**src/rtl/mc_alu_pkg.sv**
```systemverilog
// Shared opcode constants and FSM state type for mc_alu.
package alu_pkg;

    localparam logic [2:0] OP_FWD = 3'b000;
    localparam logic [2:0] OP_ADD = 3'b001;
    localparam logic [2:0] OP_AND = 3'b010;
    localparam logic [2:0] OP_OR  = 3'b011;
    localparam logic [2:0] OP_SUB = 3'b100;
    localparam logic [2:0] OP_SLL = 3'b101;
    localparam logic [2:0] OP_SRA = 3'b110;
    localparam logic [2:0] OP_MUL = 3'b111;

    typedef enum logic [1:0] {
        ST_IDLE = 2'd0,
        ST_BUSY = 2'd1,
        ST_DONE = 2'd2
    } state_t;

endpackage

```
**src/rtl/mc_alu_if.sv**
```systemverilog
// Request/response bus of mc_alu: valid/ready in, valid/ready out.
interface mc_alu_if #(parameter int WIDTH = 8);

    logic             in_valid;
    logic             in_ready;
    logic [WIDTH-1:0] data1;
    logic [WIDTH-1:0] data2;
    logic [2:0]       select;
    logic             out_valid;
    logic             out_ready;
    logic [WIDTH-1:0] result;
    logic [WIDTH-1:0] result_hi;
    logic             zero;
    logic             carry;
    logic             error;

    modport master (
        output in_valid, data1, data2, select, out_ready,
        input  in_ready, out_valid, result, result_hi, zero, carry, error
    );

    modport slave (
        input  in_valid, data1, data2, select, out_ready,
        output in_ready, out_valid, result, result_hi, zero, carry, error
    );

endinterface

```
**src/rtl/mc_alu_mul.sv**
```systemverilog
// Shift-add unsigned multiplier: first step on start, then one step per cycle,
// WIDTH steps total; done pulses for one cycle once the product is final.
module mc_alu_mul #(
    parameter int WIDTH = 8
) (
    input  logic               clk,
    input  logic               resetn,
    input  logic               start,
    input  logic [WIDTH-1:0]   a,
    input  logic [WIDTH-1:0]   b,
    output logic               done,
    output logic [2*WIDTH-1:0] product
);

    localparam int CW = $clog2(WIDTH + 1);

    logic [WIDTH-1:0] mcand;
    logic [CW-1:0]    cnt;

    // Upper half accumulates, lower half holds the remaining multiplier bits.
    function automatic logic [2*WIDTH-1:0] step(input logic [2*WIDTH-1:0] p,
                                                input logic [WIDTH-1:0]   m);
        logic [WIDTH:0] s;
        s = {1'b0, p[2*WIDTH-1:WIDTH]} + (p[0] ? {1'b0, m} : {(WIDTH+1){1'b0}});
        return {s, p[WIDTH-1:1]};
    endfunction

    always_ff @(posedge clk or negedge resetn) begin
        if (!resetn) begin
            mcand   <= '0;
            cnt     <= '0;
            product <= '0;
            done    <= 1'b0;
        end else begin
            done <= 1'b0;
            if (start) begin
                mcand   <= a;
                product <= step({{WIDTH{1'b0}}, b}, a);
                cnt     <= CW'(WIDTH - 1);
            end else if (cnt != '0) begin
                product <= step(product, mcand);
                cnt     <= cnt - 1'b1;
                done    <= (cnt == CW'(1));
            end
        end
    end

endmodule

```
**src/rtl/mc_alu.sv**
```systemverilog
// Multi-cycle ALU with valid/ready handshake; multiplier built only when
// MC_ALU_MUL_EN is defined, otherwise opcode 111 completes with ERROR=1.
module mc_alu
    import alu_pkg::*;
#(
    parameter int WIDTH = 8
) (
    input  logic   clk,
    input  logic   resetn,
    mc_alu_if.slave bus
);

    localparam int SHW = $clog2(WIDTH);

    if (WIDTH < 4 || WIDTH > 32 || (WIDTH & (WIDTH - 1)) != 0) begin : g_bad_width
        $error("mc_alu: WIDTH must be a power of two in 4..32");
    end

    state_t           state;
    logic             accept;
    logic [WIDTH-1:0] alu_res;
    logic [WIDTH:0]   wide;
    logic             alu_c;
    logic             alu_e;
    logic [SHW-1:0]   shamt;

    assign bus.in_ready  = (state == ST_IDLE) | ((state == ST_DONE) & bus.out_ready);
    assign bus.out_valid = (state == ST_DONE);
    assign accept        = bus.in_valid & bus.in_ready;
    assign shamt         = bus.data2[SHW-1:0];

    always_comb begin
        alu_res = '0;
        alu_c   = 1'b0;
        alu_e   = 1'b0;
        wide    = '0;
        case (bus.select)
            OP_FWD: alu_res = bus.data2;
            OP_ADD: begin
                wide    = {1'b0, bus.data1} + {1'b0, bus.data2};
                alu_res = wide[WIDTH-1:0];
                alu_c   = wide[WIDTH];
            end
            OP_AND: alu_res = bus.data1 & bus.data2;
            OP_OR:  alu_res = bus.data1 | bus.data2;
            OP_SUB: begin
                // Bit WIDTH of the extended difference is the borrow.
                wide    = {1'b0, bus.data1} - {1'b0, bus.data2};
                alu_res = wide[WIDTH-1:0];
                alu_c   = wide[WIDTH];
            end
            OP_SLL: alu_res = bus.data1 << shamt;
            OP_SRA: alu_res = $signed(bus.data1) >>> shamt;
            OP_MUL: begin
`ifndef MC_ALU_MUL_EN
                alu_e = 1'b1;
`endif
            end
            default: ;
        endcase
    end

`ifdef MC_ALU_MUL_EN
    logic               mul_start;
    logic               mul_done;
    logic [2*WIDTH-1:0] mul_prod;

    assign mul_start = accept & (bus.select == OP_MUL);

    mc_alu_mul #(.WIDTH(WIDTH)) u_mul (
        .clk     (clk),
        .resetn  (resetn),
        .start   (mul_start),
        .a       (bus.data1),
        .b       (bus.data2),
        .done    (mul_done),
        .product (mul_prod)
    );
`endif

    always_ff @(posedge clk or negedge resetn) begin
        if (!resetn) begin
            state         <= ST_IDLE;
            bus.result    <= '0;
            bus.result_hi <= '0;
            bus.zero      <= 1'b0;
            bus.carry     <= 1'b0;
            bus.error     <= 1'b0;
        end else if (accept) begin
`ifdef MC_ALU_MUL_EN
            if (bus.select == OP_MUL) state <= ST_BUSY;
            else
`endif
            begin
                state         <= ST_DONE;
                bus.result    <= alu_res;
                bus.result_hi <= '0;
                bus.zero      <= (alu_res == '0);
                bus.carry     <= alu_c;
                bus.error     <= alu_e;
            end
        end else begin
            case (state)
`ifdef MC_ALU_MUL_EN
                ST_BUSY: if (mul_done) begin
                    state         <= ST_DONE;
                    bus.result    <= mul_prod[WIDTH-1:0];
                    bus.result_hi <= mul_prod[2*WIDTH-1:WIDTH];
                    bus.zero      <= (mul_prod == '0);
                    bus.carry     <= 1'b0;
                    bus.error     <= 1'b0;
                end
`endif
                ST_DONE: if (bus.out_ready) state <= ST_IDLE;
                default: ;
            endcase
        end
    end

endmodule

```
**src/flat_wrapper.sv**
```systemverilog
// flat-port wrapper written by rule: the top's interface ports become plain ports
module mc_alu_flat import alu_pkg::*;
#(
    parameter int WIDTH = 8
)
  (clk, resetn, bus_in_valid, bus_data1, bus_data2, bus_select, bus_out_ready, bus_in_ready, bus_out_valid, bus_result, bus_result_hi, bus_zero, bus_carry, bus_error);
  mc_alu_if #(.WIDTH(WIDTH)) bus_i ();
  input  logic clk;
  input  logic resetn;
  input wire logic [$bits(bus_i.in_valid)-1:0] bus_in_valid;
  input wire logic [$bits(bus_i.data1)-1:0] bus_data1;
  input wire logic [$bits(bus_i.data2)-1:0] bus_data2;
  input wire logic [$bits(bus_i.select)-1:0] bus_select;
  input wire logic [$bits(bus_i.out_ready)-1:0] bus_out_ready;
  output wire logic [$bits(bus_i.in_ready)-1:0] bus_in_ready;
  output wire logic [$bits(bus_i.out_valid)-1:0] bus_out_valid;
  output wire logic [$bits(bus_i.result)-1:0] bus_result;
  output wire logic [$bits(bus_i.result_hi)-1:0] bus_result_hi;
  output wire logic [$bits(bus_i.zero)-1:0] bus_zero;
  output wire logic [$bits(bus_i.carry)-1:0] bus_carry;
  output wire logic [$bits(bus_i.error)-1:0] bus_error;
  assign bus_i.in_valid = bus_in_valid;
  assign bus_i.data1 = bus_data1;
  assign bus_i.data2 = bus_data2;
  assign bus_i.select = bus_select;
  assign bus_i.out_ready = bus_out_ready;
  assign bus_in_ready = bus_i.in_ready;
  assign bus_out_valid = bus_i.out_valid;
  assign bus_result = bus_i.result;
  assign bus_result_hi = bus_i.result_hi;
  assign bus_zero = bus_i.zero;
  assign bus_carry = bus_i.carry;
  assign bus_error = bus_i.error;
  mc_alu #(.WIDTH(WIDTH)) u_core (.clk(clk), .resetn(resetn), .bus(bus_i));
endmodule
```
**config.mk**
```make
export PLATFORM = sky130hd
export DESIGN_NAME = mc_alu_flat
export DESIGN_NICKNAME = d
export VERILOG_FILES = /design/src/rtl/mc_alu_pkg.sv /design/src/rtl/mc_alu_if.sv /design/src/rtl/mc_alu_mul.sv /design/src/rtl/mc_alu.sv /design/src/flat_wrapper.sv
export SDC_FILE = /design/constraint.sdc
export NUM_CORES = 1
export LEC_CHECK = 0
export ABC_AREA = 1
export CAP_MARGIN = 20
export CORE_MARGIN = 2
export CORE_UTILIZATION = 40
export DETAILED_ROUTE_END_ITERATION = 10
export DONT_BUFFER_PORTS = 1
export PLACE_DENSITY = 0.52
export SYNTH_ARGS = -nofsm -noshare
export SYNTH_HDL_FRONTEND = slang
export SYNTH_SLANG_ARGS = --single-unit
```
**constraint.sdc**
```tcl
create_clock -name clk -period 2.3 [get_ports clk]
set_input_delay 0.345 -clock clk [delete_from_list [all_inputs] [get_ports clk]]
set_output_delay 0.345 -clock clk [all_outputs]
set_load 0.005 [all_outputs]
```
==> results.json <==
{
  "status": "complete, no violations",
  "post_cts_buffers": 0,
  "max_stage_delay_ns": 0.41,
  "finalSetupTns_ns": 0,
  "drt-initial-drc-count": 141,
  "ant_nets": 0,
  "startpoint_type": "input port",
  "period_minus_slack_ns": 1.77,
  "setup_viol": 0,
  "initial_utilization": 0.412,
  "grtUsageTotal": 0.222,
  "grt_pass1_vias": 2219,
  "cts_buffers": 3,
  "p_leak_nw": 1.37,
  "dr.pass1.iters": 4,
  "grt_antenna_before_repair": 0,
  "wire_per_inst_um": 14.0,
  "num_rows": 27,
  "synthSimpleGateAreaFrac": 0.476,
  "end_kind": "flip-flop",
  "muxShareOfSynthArea": 0,
  "die_w_um": 79.1,
  "crit_chain": "inv_1, ha_1, inv_1, fa_1, nand2_1, nand2_1, nand3_1, nand3_1, nand2_1, nor2_1, nor2_1, nand2_1, nor2_1, nand3_1, nand2_1",
  "fmax_mhz": 564,
  "clockBufferDepth": 2,
  "clk_pin_slew_ns": 0.05,
  "clock-sinks": 12,
  "startpoint": "bus_data1[0]",
  "die_area_um2": 6260,
  "synth_top_family_by_area": "simple AND/OR/NAND/NOR gates",
  "io_buffers": 0,
  "async_reset_ff_frac": 1.00,
  "power.density_nw_per_um2": 372,
  "slew_headroom": 0.645,
  "htree_levels": 1,
  "cts_root_buf": "clkbuf_8",
  "synth_compound_area_frac": 0.0754,
  "final.period_utilization": 0.771,
  "syn_avg_cell_area_um2": 5.55,
  "yosys-top-cells-area": "nand2_1, ha_1, nand3_1",
  "cts.hold.buffers_added": 1,
  "overflow": 0,
  "slowest_stage": "fa_1",
  "ys_ff_latch": 12,
  "via_per_inst": 5.03,
  "crit_fanout": 5,
  "drc": 0,
  "ir_worst_vdd_mv": 0.251,
  "fin_ws_ns": 0.527,
  "path_common_cell": "nand2_1",
  "hp-class": "in -> reg",
  "num_vias": 2399,
  "post-route-util": 0.431,
  "place.gp.congestion": 0.924,
  "grt_pass1_wl_mm": 10.9,
  "synthTopCellsByCount": "nand2_1, nand3_1, inv_1",
  "maxCapViolations": 0,
  "ios": 44,
  "ys_warn_count": 0,
  "yosysMostFrequentCell": "nand2_1",
  "regToRegStartpoint": "u_core.state[1]$_DFFE_PN0P_",
  "criticalPathCategory": "in -> reg",
  "synth_xor_area_frac": 0.00388,
  "grt_max_degree": 18,
  "skew_ns": 0.00369,
  "wl_mm": 6.66,
  "fillers": 629,
  "final_nets": 457,
  "clock_latency_ns": 0.24,
  "synthDistinctLibCells": 27,
  "rsz0062_at_grt": "no",
  "required_ns": 2.48,
  "tightest_slew_ns": 0.530,
  "place_hpwl_mm": 5.66,
  "drv_slew": 0,
  "hold_viol": 0,
  "netlist_area_um2": 2260,
  "synth_top_area_frac": 0.229,
  "yosys.area_share.adder": 0.162,
  "die_y_um": 79.1,
  "core_um2": 5470,
  "syn2layout_area_growth_pct": 4.49,
  "synth_edf_count": 0,
  "pre_cts_slack_ns": 0.284,
  "ys_dominant_reg_cell": "dfrtp_1",
  "ys_seq_area_frac": 0.133,
  "syn_inst": 407,
  "post_cts_resized": 0,
  "cpLargestDelayFamily": "simple AND/OR/NAND/NOR gates",
  "yosysTopAreaCell": "nand2_1",
  "drive_above_1_share": 0.0444,
  "crit_buf_inv": 2,
  "hp-start": "bus_in_valid",
  "cp.arrival_ns": 1.95,
  "insertedDiodeCount": 0,
  "tritoncts": "built"
}
-- worst reg2reg max path, stage by stage (launching register included) --
cell      delay [ns]
dfrtp_1         0.40
a21oi_1         0.16
buf_4           0.21
o21ai_0         0.11
nor3_1          0.28
nand3b_1        0.15
nor2_1          0.12
nand3_1         0.08
nand2_1         0.06
-- worst paths after layout --
check	endpoint	slack, ns	cells after the start
min reg2reg	u_core.bus.result[6]$_DFFE_PN0P_	0.50	2
max	u_core.bus.zero$_DFFE_PN0P_	0.53	15
min in group asynchronous	u_core.bus.result[5]$_DFFE_PN0P_	0.52	1
max in group asynchronous	u_core.bus.result[1]$_DFFE_PN0P_	1.42	1
min	u_core.state[1]$_DFFE_PN0P_	0.22	2
max reg2reg	u_core.bus.zero$_DFFE_PN0P_	0.68	8
-- cell type report --
class | instances | area, um^2 | area share
clock buffer | 4 | 55.1 | 0.0233
inverter | 60 | 225 | 0.0955
multi-input combinational | 324 | 1650 | 0.699
sequential | 12 | 300 | 0.127
tap | 72 | 90.1 | 0.0382
timing repair buffer | 5 | 40.0 | 0.0170
-- metal layers --
metal	vias to the layer above	global-route usage	part of all wire
li1	1264	-	-
met1	1041	0.311	0.46
met2	84	0.353	0.43
met3	10	0.0409	0.086
met4	0	0.0534	0.020
met5	-	0	0
-- metrics by stage --
stage | hold slack [ns] | cell area, um^2 | power (mW) | std cells
after CTS | 0.216 | 2360 | 0.883 | 477
after global routing | 0.218 | 2360 | 0.960 | 477
final | 0.218 | 2360 | 0.879 | 477
after global placement | 0.0496 | 2290 | 0.648 | 472
after floorplan | 0.0494 | 2280 | 0.574 | 414
after detailed placement | 0.0496 | 2290 | 0.646 | 472
-- cells by family (layout without fill, tap and decap cells) --
group | Yosys count | after routing
DFF | 12 | 12
other | 1 | 8
buffers and inverters | 78 | 69
and+or+nand+nor | 256 | 256
AOI/OAI and AO/OA | 31 | 31
xor gates and xnor gates | 1 | 1
adders and majority gates | 28 | 28
-- layout by cell type, fill, tap and decap left out, types with 5 or more instances in the layout --
| cell type | netlist | layout |
|---|---|---|
| inv_1 | 53 | 53 |
| nor3_1 | 5 | 5 |
| nor2_1 | 42 | 42 |
| inv_2 | 6 | 6 |
| nand3_1 | 64 | 64 |
| dfrtp_1 | 12 | 12 |
| o21ai_0 | 11 | 11 |
| a21oi_1 | 12 | 12 |
| ha_1 | 26 | 26 |
| nand2_1 | 138 | 138 |
| conb_1 | 1 | 8 |
-- power by group --
group          switching (mW)  total (mW)  internal, mW
logic                   0.250       0.383         0.132
registers              0.0237       0.267         0.243
clock network          0.0776       0.229         0.151
total                   0.352       0.879         0.527
-- flip-flops by register name, indices dropped and copies added, names as in the netlist --
name               cells
u_core.bus.error       1
u_core.bus.result      8
u_core.bus.zero        1
u_core.state           1
u_core.bus.carry       1
No activity file was read; power rests on OpenSTA's default activity.
